[config.mk]
export PLATFORM = sky130hd
export DESIGN_NAME = reg_file_wr_arbiter
export DESIGN_NICKNAME = d
export VERILOG_FILES = /design/src/rtl/reg_file_wr_arbiter.sv
export SDC_FILE = /design/constraint.sdc
export NUM_CORES = 1
export LEC_CHECK = 0
export ABC_AREA = 1
export CORE_UTILIZATION = 41
export CTS_BUF_LIST = sky130_fd_sc_hd__clkbuf_2 sky130_fd_sc_hd__clkbuf_4 sky130_fd_sc_hd__clkbuf_8
export DETAILED_ROUTE_END_ITERATION = 8
export GPL_ROUTABILITY_DRIVEN = 0
export PLACE_DENSITY = 0.85
export SETUP_SLACK_MARGIN = 0.3
export SLEW_MARGIN = 20
export SYNTH_ARGS = -nofsm -noshare
export SYNTH_HDL_FRONTEND = slang
export SYNTH_SLANG_ARGS = --single-unit
[constraint.sdc]
create_clock -name clk -period 2.7 [get_ports clk]
set_input_delay 0.54 -clock clk [delete_from_list [all_inputs] [get_ports clk]]
set_output_delay 0.54 -clock clk [all_outputs]
set_load 0.05 [all_outputs]
[src/rtl/reg_file_wr_arbiter.sv]
// -----------------------------------------------------------------------------
// reg_file_wr_arbiter
//
// Shares the single register-file write port between two writeback
// requesters: A (ALU writeback) and B (load / long-latency unit).
//
// Each requester feeds a 1-entry holding buffer through a valid/ready
// handshake. At most one buffer drains per cycle into the write port.
// Buffers that were filled on different edges drain oldest first. A pair
// filled on the same edge is ordered by a round-robin pointer, and that
// pointer flips after each such pair.
//
// Optional build macro:
//   RF_WR_ARB_STATS_EN - adds the 16-bit saturating stall counters
//                        stall_a_cnt / stall_b_cnt. When it is undefined,
//                        the ports and counters are absent.
//
// Ports:
//   clk                 clock; the register file writes on posedge clk
//   rst_n               synchronous active-low reset
//   a_valid / b_valid   requester has a write to deliver
//   a_ready / b_ready   handshake is accepted this cycle
//   a_reg   / b_reg     destination register index
//   a_data  / b_data    write data
//   wr_en               register-file write enable
//   wr_reg              register-file write index (zero when idle)
//   wr_data             register-file write data (zero when idle)
//   pending             at least one holding buffer is full
//   stall_a_cnt         (macro only) cycles with a_valid & !a_ready
//   stall_b_cnt         (macro only) cycles with b_valid & !b_ready
// -----------------------------------------------------------------------------
module reg_file_wr_arbiter #(
    parameter int XLEN       = 32,
    parameter int REG_ADDR_W = 5
) (
    input  logic                  clk,
    input  logic                  rst_n,

    input  logic                  a_valid,
    output logic                  a_ready,
    input  logic [REG_ADDR_W-1:0] a_reg,
    input  logic [XLEN-1:0]       a_data,

    input  logic                  b_valid,
    output logic                  b_ready,
    input  logic [REG_ADDR_W-1:0] b_reg,
    input  logic [XLEN-1:0]       b_data,

    output logic                  wr_en,
    output logic [REG_ADDR_W-1:0] wr_reg,
    output logic [XLEN-1:0]       wr_data,
    output logic                  pending
`ifdef RF_WR_ARB_STATS_EN
    ,
    output logic [15:0]           stall_a_cnt,
    output logic [15:0]           stall_b_cnt
`endif
);

    // -------------------------------------------------------------------------
    // Holding buffers and shared ordering state
    // -------------------------------------------------------------------------
    logic                  full_a;
    logic                  full_b;
    logic [REG_ADDR_W-1:0] reg_a;
    logic [REG_ADDR_W-1:0] reg_b;
    logic [XLEN-1:0]       data_a;
    logic [XLEN-1:0]       data_b;

    // older: 0 = A holds the older write, 1 = B does.
    // older is only used when both buffers are full and tie is 0.
    logic                  older;
    // tie: both buffers are full and were filled on the same edge.
    logic                  tie;
    // rr: order for a same-edge pair (0 = A first, 1 = B first).
    logic                  rr;

    logic                  gnt_a;
    logic                  gnt_b;
    logic                  tie_resolved;
    logic                  acc_a;
    logic                  acc_b;
    logic                  keep_a;
    logic                  keep_b;
    logic [REG_ADDR_W-1:0] gnt_reg;
    logic [XLEN-1:0]       gnt_data;

    // -------------------------------------------------------------------------
    // Grant selection. It depends on buffer state only, so the write port
    // never has a combinational path from the requester inputs.
    // -------------------------------------------------------------------------
    always_comb begin
        gnt_a        = 1'b0;
        gnt_b        = 1'b0;
        tie_resolved = 1'b0;
        if (full_a && full_b) begin
            if (tie) begin
                tie_resolved = 1'b1;
                if (!rr) begin
                    gnt_a = 1'b1;
                end else begin
                    gnt_b = 1'b1;
                end
            end else if (!older) begin
                gnt_a = 1'b1;
            end else begin
                gnt_b = 1'b1;
            end
        end else if (full_a) begin
            gnt_a = 1'b1;
        end else if (full_b) begin
            gnt_b = 1'b1;
        end
    end

    // A buffer that is draining this cycle can take a new write on the same
    // edge. This lets one requester sustain one write per cycle.
    assign a_ready = !full_a || gnt_a;
    assign b_ready = !full_b || gnt_b;

    assign acc_a   = a_valid && a_ready;
    assign acc_b   = b_valid && b_ready;
    assign keep_a  = full_a && !gnt_a;
    assign keep_b  = full_b && !gnt_b;

    assign pending = full_a || full_b;

    // -------------------------------------------------------------------------
    // Write port. The granted entry is muxed onto the port, and the port reads
    // zero when nothing is granted. An x0 entry still uses up its grant, but it
    // does not raise wr_en. wr_en is also masked while rst_n is low, so a write
    // that is buffered when reset arrives never lands in the register file.
    // -------------------------------------------------------------------------
    always_comb begin
        gnt_reg  = '0;
        gnt_data = '0;
        if (gnt_a) begin
            gnt_reg  = reg_a;
            gnt_data = data_a;
        end else if (gnt_b) begin
            gnt_reg  = reg_b;
            gnt_data = data_b;
        end
    end

    assign wr_reg  = gnt_reg;
    assign wr_data = gnt_data;
    assign wr_en   = rst_n && (gnt_a || gnt_b) && (gnt_reg != '0);

    // -------------------------------------------------------------------------
    // Control state: buffer occupancy, age, tie flag and round-robin pointer
    // -------------------------------------------------------------------------
    always_ff @(posedge clk) begin
        if (!rst_n) begin
            full_a <= 1'b0;
            full_b <= 1'b0;
            older  <= 1'b0;
            tie    <= 1'b0;
            rr     <= 1'b0;
        end else begin
            full_a <= acc_a || keep_a;
            full_b <= acc_b || keep_b;

            // The pointer only advances after it has actually ordered a pair.
            if (tie_resolved) begin
                rr <= !rr;
            end

            // A kept buffer can never be refilled, because it is not granted
            // and therefore not ready. When both buffers end up full, at most
            // one of them can be the kept, older one.
            if (keep_a && acc_b) begin
                older <= 1'b0;
                tie   <= 1'b0;
            end else if (keep_b && acc_a) begin
                older <= 1'b1;
                tie   <= 1'b0;
            end else if (acc_a && acc_b) begin
                older <= 1'b0;
                tie   <= 1'b1;
            end else begin
                older <= 1'b0;
                tie   <= 1'b0;
            end
        end
    end

    // -------------------------------------------------------------------------
    // Buffer payloads. They are not reset, because every read is qualified by
    // the full flags.
    // -------------------------------------------------------------------------
    always_ff @(posedge clk) begin
        if (acc_a) begin
            reg_a  <= a_reg;
            data_a <= a_data;
        end
        if (acc_b) begin
            reg_b  <= b_reg;
            data_b <= b_data;
        end
    end

`ifdef RF_WR_ARB_STATS_EN
    // -------------------------------------------------------------------------
    // Stall statistics. Each counter saturates so that a long stall does not
    // wrap back to a small value.
    // -------------------------------------------------------------------------
    function automatic logic [15:0] sat_inc16(input logic [15:0] val);
        if (val == 16'hFFFF) begin
            return val;
        end
        return val + 16'd1;
    endfunction

    always_ff @(posedge clk) begin
        if (!rst_n) begin
            stall_a_cnt <= '0;
            stall_b_cnt <= '0;
        end else begin
            if (a_valid && !a_ready) begin
                stall_a_cnt <= sat_inc16(stall_a_cnt);
            end
            if (b_valid && !b_ready) begin
                stall_b_cnt <= sat_inc16(stall_b_cnt);
            end
        end
    end
`endif

endmodule
==> results.md, run 1 <==
- The number of buffers between clock root and the deepest sink is 2.
- Along the worst path, the maximum fanout reaches 7.
- The setup violation total in the final timing report is 0.
- In this run, post-CTS hold repair placed 0 buffers.
- The maximum cell stage delay along the critical path is 430 ps.
- The number of nets in the synthesized netlist is about 320.
- The count of buffering cells on the critical path with inverters included is 3.
- The type of element launching the critical path is a flop.
- The number of design rule violations left after detail routing is 0.
- The synthesized area is roughly 3100 sq um.
- On the critical path, the stage with the largest delay is an instance of dfxtp_1.
- The number of warnings printed during yosys synthesis is 0.
- The share of the Yosys chip area taken by registers is 0.7548.
- In the final timing run, aggregate negative setup slack is 0 ps.
- Buffers inserted during clock tree synthesis total 9.
- Port buffering added ~120 buffers.
- The starting density of the core is 0.4242.
- The all-layer global routing usage is 0.1896.
- The reg-to-reg endpoint is data_b[1]$_DFFE_PP_.
- The number of vias in the routed layout is around 2300.
- The startpoint of the lowest-slack register-to-register path is full_b$_SDFF_PN0_.
- The detailed router finished its first iteration with 85 violations.
- The achievable frequency is between 400 and 500 MHz.
- The root buffer cell is clkbuf_8.
- The first global-routing pass estimated around 11000 um of wire.
- Across all register-to-register paths, the minimum setup slack is slightly above 800 ps.
- In this run the count of I/O pins placed on the die edge is 119.
- For the finished layout, the period the worst path requires is between 2000 and 2500 ps.
- The number of core rows is 31.
- The H-tree was split into 3 levels.
- The count of mapped cells out of synthesis is ~240.
- Entering global routing, the biggest net connects 40 pins.
- The critical path goes through nand2_1 > inv_2 > nand2_4 > nand3_1 > nand2_1 > nor2_1 > nand3_1 > nand2_1 > inv_1 > buf_4.
- The post-route worst hold slack is about 530 ps.
- The count of pins over their slew limit came to 0.
- The leakage power summed over all cells is about 0.0018 uW.
- Setup repair after global routing left no endpoint under its margin.
- For the pin with the worst max-slew slack, the measured transition is ~520 ps.
- The height of the die is between 80 and 90 um.
- Measured against its own limit, the worst slew margin works out to 0.6518.
- Across the run, the number of max-cap violations was 0.
- In this run the remaining antenna-violating nets after routing total 0.
- The kind of end point of the critical path is a primary output.
- STA puts the critical path data required time at 2160 ps.
- The count of cells along the worst register-to-register path is 6.
- The die boundary width is around 90 um.
- The number of diodes is 0.
- The cell family with the largest share of critical-path delay is simple AND/OR/NAND/NOR gates.
- The number of global-route vias before repair is approximately 2300.
- The count of non-filler cells in the finished layout is 468.
- The area growth from synthesis to layout is 46.81%.
- Summing all placed instances gives a cell area of approximately 4300 sq um.
- The die covers about 7900 sq um.
- For the final database, setup skew stands at 11.15 ps.
- Synthesis inferred 79 register bits.
- Averaged over all synthesized cells, the footprint is 12.93 sq um.
- The share of the clock period used by the worst path is 0.8361.
- The critical path starts at full_a$_SDFF_PN0_.
- Summing all non-filler instances in the final layout gives an area of 4517 sq um.
- The initial antenna violation count was 0.
- The critical path depth is 10.
- The area inside the core boundary is 7253 sq um.
- The total overflow reported by the global router is 0.
- Power spread over the standard cell area amounts to around 600 nW/um^2.
- TritonCTS built the clock tree.
- The critical path's most frequent cell is nand2_1.
- The clock network latency to the later pin of the worst-skew pair is between 300 and 400 ps.
- The critical path endpoint is wr_en.
- The number of nets in the layout is 442.
- The number of distinct library cells after synthesis is 19.
- The classification of the worst setup path is flop to primary output.
- The clock slew at the register clock pins of the worst setup and hold paths is roughly 60 ps.
- The post-detailed-routing wire length is roughly 7200 um.
- Once detailed placement completed, the half-perimeter wirelength came to 4910 um.
- Counting the fill cells in the layout gives about 560.
- The run finished with clean final reports.
- The count of placed standard cells including taps is around 450.
- The per-cell via count in the routed design is approximately 5.
- The hold violation count in the final report is 0.
- After detailed routing, the average wire length per cell comes to approximately 15 um.
- For the worst setup path, the data arrival time is between 1500 and 2000 ps.
- The count of clock tree sinks is between 70 and 80.
- The first-pass iteration count of the detailed router is 4.
- The peak supply drop is ~0.44 mV.
- The type of the tightest min-delay check is flop to flop.
- Of the cells placed in the final design, the portion with a size suffix greater than 1 is 0.2141.
## cells by family (layout without fill, tap and decap cells)
| family | after synthesis | count (layout) | synth area share |
|---|---|---|---|
| and+or+nand+nor | 127 | 127 | 0.1956 |
| DFF | 79 | 79 | 0.7548 |
| buffers and inverters | 26 | 157 | 0.03864 |
| AOI/OAI and AO/OA | 5 | 5 | 0.008132 |
| xor gates and xnor gates | 1 | 1 | 0.002847 |
## cells in the mapped netlist (all sizes together)
| cell type | number | area share |
|---|---|---|
| a21oi | 4 | 0.0065 |
| buf | 13 | 0.023 |
| clkbuf | 2 | 0.0024 |
| clkinv | 1 | 0.0012 |
| dfxtp | 5 | 0.033 |
| edfxtp | 74 | 0.72 |
| inv | 10 | 0.012 |
| nand2 | 47 | 0.060 |
| nand3 | 75 | 0.13 |
| nor2 | 3 | 0.0037 |
| nor3 | 1 | 0.0016 |
| nor4 | 1 | 0.0020 |
| o21ai | 1 | 0.0016 |
| xor2 | 1 | 0.0028 |
## cells in the final DEF, fill, tap and decap left out, drive strengths merged
cell type      synthesis  layout
nand3                 75      75
clkdlybuf4s50          0      77
a21oi                  4       4
inv                   10      11
nor4                   1       1
xor2                   1       1
clkbuf                 2      11
clkinvlp               0       1
edfxtp                74      74
o21ai                  1       1
nand2                 47      47
nor3                   1       1
buf                   13      53
dfxtp                  5       5
nor2                   3       3
clkinv                 1       4
## worst min-delay path by stage
| stage | start | end | slack (ps) | cells past startpoint |
|---|---|---|---|---|
| 2_1_floorplan | rr$_SDFFE_PN0P_ | rr$_SDFFE_PN0P_ | 480 | 2 |
| 3_3_place_gp | rr$_SDFFE_PN0P_ | rr$_SDFFE_PN0P_ | 500 | 2 |
| 3_5_place_dp | rr$_SDFFE_PN0P_ | rr$_SDFFE_PN0P_ | 520 | 2 |
| 4_1_cts | rr$_SDFFE_PN0P_ | rr$_SDFFE_PN0P_ | 530 | 2 |
| 5_1_grt | rr$_SDFFE_PN0P_ | rr$_SDFFE_PN0P_ | 570 | 2 |
| 6_report | rr$_SDFFE_PN0P_ | rr$_SDFFE_PN0P_ | 530 | 2 |
## per-stage QoR
step	utilization	setup slack, ps	total power (uW)
floorplan	-	437.6	1746
global placement	0.5931	620.1	1972
detailed placement	0.5931	483.7	1986
CTS	0.6184	317.4	2707
global route	0.6227	305.3	2807
finish	0.6227	442.5	2688
## per-layer routing
metal / vias up / GRT usage / wire [um]
met4: 0 / 0.06891 / 93
li1: 1104 / - / -
met2: 75 / 0.3392 / 3828
met1: 1092 / 0.2113 / 2880
met5: - / 0 / 0
met3: 10 / 0.06157 / 385
## sequential cells by signal, indices dropped and copies added, names as in the netlist
| name | count |
|---|---|
| data_a | 32 |
| data_b | 32 |
| reg_a | 5 |
| reg_b | 5 |
| full_a | 1 |
| full_b | 1 |
| older | 1 |
| rr | 1 |
| tie | 1 |
## layout make-up
class | instances | area, sq um | area share
clock buffers | 11 | 138.9 | 0.03075
well taps | 99 | 123.9 | 0.02742
clock inverters | 5 | 25.02 | 0.005540
multi-input cells | 133 | 668.1 | 0.1479
repair buffers | 130 | 1197 | 0.2651
flip-flops and latches | 79 | 2322 | 0.5141
inverters | 11 | 41.29 | 0.009141
## repair_timing
action                     in CTS  in global routing
resized for setup               2                  4
setup endpoints to repair      21                 24
pin swaps                       1                  2
buffers inserted                1                  3
## power by group
group | internal, uW | leakage [uW] | total (uW) | switching [uW]
Combinational | 205 | 0.000996 | 522 | 317
Sequential | 1420 | 0.000758 | 1440 | 20.4
Clock | 345 | 0.0000850 | 725 | 380
## worst reg2reg max path, delay by kind of cell (launching register included)
family	cells	cell delay (ps)
buffers and inverters	3	780
DFF	1	350
and+or+nand+nor	3	360
Power figures use the tool's default switching activity.
==> inputs of run 2 (changes only) <==
- CORE_UTILIZATION: 41 -> 45
- PLACE_DENSITY: 0.85 -> 0.88
- clock period: 2.7 -> 2.3 ns (I/O delays scaled with it)
==> results.md, run 2 (synthesized netlist as in run 1, its figures left out) <==
- The post-cts hold buffer count is 0 (unchanged).
- The total overflow reported by the global router is 0 (unchanged).
- The post-detailed-routing wire length is 8655 um (+20%).
- The arrival time of the worst setup path is 1620 ps (-100 ps).
- The number of vias in the routed layout came to 2471 (+8.3%).
- In the layout the commonest cells are clkdlybuf4s50_1, edfxtp_1, nand3_1, buf_6, nand2_1.
- By startpoint and endpoint, the worst setup path is classified as flop to primary output.
- The overall die area came to 7172 sq um (-8.7%).
- The initial antenna violation count came to 0 (unchanged).
- The H-tree depth reported by CTS is 3 (unchanged).
- The clock network latency to the later pin of the worst-skew pair came to 340 ps (about the same).
- The number of buffers between clock root and the deepest sink is 2 (unchanged).
- The final critical delay including setup and external delays is 2078 ps.
- The count of boundary I/O pins is 119 (unchanged).
- The final total power is 3420 uW (+27%).
- The setup violation total in the final timing report is 0 (unchanged).
- The number of diodes was 0 (unchanged).
- The final cell utilization of the core is 0.8065 (+0.1837).
- The required time reported for the critical path endpoint is 1840 ps (-320 ps).
- The library cell used most frequently in the layout, excluding fill and tap cells, is clkdlybuf4s50_1.
- The root buffer cell is clkbuf_8.
- The kind of end point of the critical path is a primary output.
- The critical path starts at tie$_SDFF_PP0_.
- The number of nets in the layout is 456 (+3.2%).
- The HPWL reported at the end of detailed placement was 4942 um (+0.65%).
- The hold violation count in the final report was 0 (unchanged).
- The critical path endpoint is wr_data[10].
- The routed metal-1 wire length is 3242 um (+13%).
- The remaining antenna violation count after routing is 0 (unchanged).
- The clock slew at the register clock pins of the worst setup and hold paths is 70 ps (about the same).
- The number of inserted filler cells in the final layout is 393 (-30%).
- The total met3 wirelength after detailed routing came to 530 um (+38%).
- The final worst clock skew is 12.28 ps (+1.135 ps).
- The power per standard cell area is 656.6 nW/um^2 (+10%).
- The starting density of the core is 0.4764 (+0.05218).
- The per-cell via count in the routed design is 5.372 (+10%).
- The met2 wire length is 4738 um (+24%).
- The checks that failed: design-rule violations.
- The worst slew margin relative to its limit is 0.7846 (+0.1328).
- The transition time at the pin with the least slew margin is 323.1 ps (-199.2 ps).
- The uppermost metal layer occupied by signal nets is met4.
- The area inside the core boundary is 6459 sq um (-11%).
- STA classifies the critical path startpoint as a flop.
- TritonCTS built the clock tree.
- The worst register-to-register path begins at tie$_SDFF_PP0_.
- The number of global-route vias before repair is 2440 (+7.2%).
- The count of buffers from port buffering is 118 (unchanged).
- The post-route worst hold slack was 581.9 ps (+54.53 ps).
- The total clock buffers created by CTS was 9 (unchanged).
- The maximum number of pins on one net before global-route repair is 38 (-5.0%).
- The fraction of layout cells with a size suffix above 1 came to 0.3812 (+0.1671).
- The iteration-0 DRC count of the detailed router is 157 (+85%).
- The endpoint identified for the worst register-to-register timing path is data_b[1]$_DFFE_PP_.
- The count of pins over their slew limit is 0 (unchanged).
- The type of the tightest min-delay check is flop to flop.
- In the final layout, the registers with the most flip-flops are data_a x32, data_b x32.
- The share of the clock period used by the worst path is 0.9035.
- The post-route setup TNS is 0 ps (unchanged).
- The wire length of the first global-routing pass is 11740 um (+9.8%).
- The wire length per cell is 18.82 um (+23%).
- The register-to-register setup slack is 630 ps (-200 ps).
- The all-layer global routing usage is 0.2174 (+0.02777).
- The achievable frequency is 481.2 MHz.
- The worst setup slack after layout is 222.0 ps (-220.6 ps).
- The count of cells along the worst register-to-register path is 8 (+2).
- Setup repair after global routing could not meet its margin everywhere.
- The max-capacitance violation count is 0 (unchanged).
- The number of core rows is 29 (-6.5%).
- The leakage power summed over all cells is 0.002060 uW (+12%).
- The run finished, with violations left.
- The number of design rule violations left after detail routing is 7 (+7).
- From synthesis to final layout, the design area changed by 69.30%.
- The worst-case setup slack after placement came to 346.4 ps (-137.2 ps).
- The count of clock tree sinks was 79 (unchanged).
- The first-pass iteration count of the detailed router is 6 (+2).
- The maximum fanout encountered on the critical timing path came to 6 (-1).
- The peak supply drop is 0.4596 mV (+4.8%).
- The height of the die is 84.69 um (-4.4%).
- The die boundary width is 84.69 um (-4.4%).
-- run 2: changes by cell type in the layout (fill, tap and decap cells not counted), moves of 11 or more --
cell / change
buf_4: -30
buf_6: +29
nand3_1: -24
nand3_2: +20
nand2_1: -18
nand2_2: +11
-- run 2: worst min-delay path by stage --
stage | startpoint | endpoint | slack, ps | depth (start not counted)
floorplan | rr$_SDFFE_PN0P_ | rr$_SDFFE_PN0P_ | 480 | 2
global placement | rr$_SDFFE_PN0P_ | rr$_SDFFE_PN0P_ | 500 | 2
detailed placement | rr$_SDFFE_PN0P_ | rr$_SDFFE_PN0P_ | 540 | 2
CTS | rr$_SDFFE_PN0P_ | rr$_SDFFE_PN0P_ | 580 | 2
global route | rr$_SDFFE_PN0P_ | rr$_SDFFE_PN0P_ | 620 | 2
finish | rr$_SDFFE_PN0P_ | rr$_SDFFE_PN0P_ | 580 | 2
-- run 2: metrics by stage --
step	std cells	area (sq um)
global placement	429	4320
finish	460	5209
CTS	448	4722
detailed placement	429	4320
global route	460	5209
floorplan	238	3108
-- run 2: routing by layer --
layer,up-vias,GRT usage
met5,-,0
met4,0,0.08629
met3,17,0.04523
met2,112,0.3902
met1,1199,0.2555
li1,1143,-
-- run 2: critical path, stage by stage (launching register included) --
cell	delay, ps
dfxtp_4	370
nand2_4	140
nand3_4	150
buf_12	160
clkbuf_16	150
nand3_1	80
nand2_1	80
buf_6	160
-- run 2: repair_timing --
item | CTS | global route
pin swaps | 6 | 24
buffers inserted | 3 | 3
gates resized for setup | 49 | 66
endpoints found under the setup margin | 37 | 35
gates cloned | 0 | 9
-- run 2: report_power, final --
group	internal, uW	switching (uW)
Combinational	317	419
Sequential	1670	34.9
Clock	517	465
Total	2500	919
-- run 2: cell type report --
class / instances / area (sq um) / share of cell area
clock buffer: 15 / 187.7 / 0.03603
clock inverter: 1 / 5.005 / 0.0009608
inverter: 11 / 52.55 / 0.01009
multi-input combinational: 135 / 974.7 / 0.1871
sequential: 79 / 2333 / 0.4480
tap: 77 / 96.34 / 0.01850
timing repair buffer: 142 / 1559 / 0.2993
==> RTL edit, RTL diff (flow settings as in run 1) <==
`XLEN`: 32 -> 64.
--- a/src/rtl/reg_file_wr_arbiter.sv
+++ b/src/rtl/reg_file_wr_arbiter.sv
@@ -30,7 +30,7 @@
 //   stall_b_cnt         (macro only) cycles with b_valid & !b_ready
 // -----------------------------------------------------------------------------
 module reg_file_wr_arbiter #(
-    parameter int XLEN       = 32,
+    parameter int XLEN       = 64,
     parameter int REG_ADDR_W = 5
 ) (
     input  logic                  clk,
Interface: changed (resized a_data, b_data and wr_data); port bits go from 119 to 215. The function was not compared with the original's and may differ.
==> RTL edit against run 1 <==
Sequential cell count increased by 64; non-clock buffer count increased by 103; total power increased by 91%; critical path type unchanged; worst setup slack got worse by 0.094 ns; synthesized area increased by 90%; wire length increased by 110%; worst hold slack improved by 0.035 ns; final area increased by 88%; via count increased by 83%.
==> RTL edit: results (changes against run 1) <==
internal power=3.74 mW (+90%); Leakage=3.41 nW (+85%); cell with the largest stage delay on the worst path=dfxtp_4; status=completed; VDD IR max=479 uV (+9.3%); sequential power share=0.512 (-0.024); vias in the first global route=4330 (+90%); comb pwr=0.974 mW (+87%); top flop regs=data_a (64), data_b (64); initial antenna violation count=0 (unchanged); Max transition margin=0.634 (-0.0178); hold slack=0.562 ns (+0.0347 ns); DR vias=4164 (+83%); Post-Syn Nets=555 (+76%); layout cell share with drive strength beyond 1=0.286 (+0.0721); Post-synth EDFFs=138 (+86%); Final nets=779 (+76%); number of port buffers=214 (+81%); Crit path largest cell delay=0.36 ns (-0.07 ns); arrival time at the worst endpoint=1.81 ns (+0.09 ns); number of CTS-inserted buffers=17 (+8); sequential element share of the synthesized area=0.727 (-0.0275); CTS clk-pin slew, worst paths=0.07 ns; worst r2r path cells=9 (+3); Initial DRC Count=239 (+180%); Fin Clk Skew=0.0102 ns (-0.000947 ns); reg2reg end=reg_b[0]; CP Max Fanout=8 (+1); CTS H-tree lvls=4 (+1); clock latency on the worst-skew pair=0.44 ns (+0.10 ns); HPWL after detailed placement=9820 um (+100%); GRT Total Usage=0.206 (+0.0159); first-pass GRT wire length=22200 um (+110%); synth cell count leaders=edfxtp_1 (138), nand3_1 (104), nand2_1 (72); worst min path class=flop to flop; Reg2Reg Setup Slack=0.66 ns (-0.17 ns); routed wire length=15000 um (+110%); largest net degree at the start of global routing=42 (+5.0%); Synth area leaders=edfxtp_1 (71%), nand3_1 (8.9%), nand3_2 (5.8%), nand2_1 (4.6%), dfxtp_1 (1.7%); worst r2r src=tie; count of distinct cell types in the synthesized netlist=25 (+6); Worst Hold Depth=2 (unchanged)
## RTL edit: through the flow
stage / setup WS (ns) / cells / total power [mW] / instance area, um^2 / util
4_1_cts: 0.251 / 824 / 5.15 / 8370 / 0.603
6_report: 0.348 / 830 / 5.12 / 8510 / 0.613
3_3_place_gp: 0.550 / 788 / 3.59 / 7900 / 0.569
2_1_floorplan: 0.383 / 413 / 3.20 / 5860 / -
5_1_grt: 0.211 / 830 / 5.31 / 8510 / 0.613
3_5_place_dp: 0.544 / 788 / 3.62 / 7900 / 0.569
## RTL edit: worst max-delay path by stage
stage,from,to,slack [ns]
after detailed placement,tie,wr_en,0.54
after global routing,tie,wr_en,0.21
final,tie,wr_en,0.35
after CTS,rr,wr_en,0.25
after floorplan,tie,data_b[0],0.38
after global placement,b_valid,data_b[42],0.55
## RTL edit: layer usage
layer | wire [um] | vias to the layer above | part of all wire | track usage
met2 | 7640 | 179 | 0.51 | 0.343
met5 | 0 | - | 0 | 0
met4 | 289 | 0 | 0.019 | 0.0787
li1 | - | 1952 | - | -
met3 | 1120 | 33 | 0.075 | 0.0742
met1 | 5900 | 2000 | 0.39 | 0.241
## RTL edit: layout make-up
cell class / count / area, um^2
repair buffers: 233 / 2250
inverters: 11 / 50.0
well taps: 180 / 225
clock inverters: 7 / 37.5
fillers: 1069 / 5370
multi-input cells: 231 / 1370
clock buffers: 25 / 319
flip-flops and latches: 143 / 4250
## RTL edit: cells by family after synthesis
group	after synthesis	synth area share
buffers and inverters	41	0.0532
AND/OR/NAND/NOR	223	0.213
flip-flops	143	0.727
AO/OA/AOI/OAI	5	0.00493
XOR/XNOR	1	0.00150
## RTL edit: timing repair
action	4_1_cts	5_1_grt
endpoints found under the setup margin	55	30
gates resized for setup	14	19
hold buffers	0	0
gates cloned	3	1
setup buffers	1	5
pin swaps	1	7
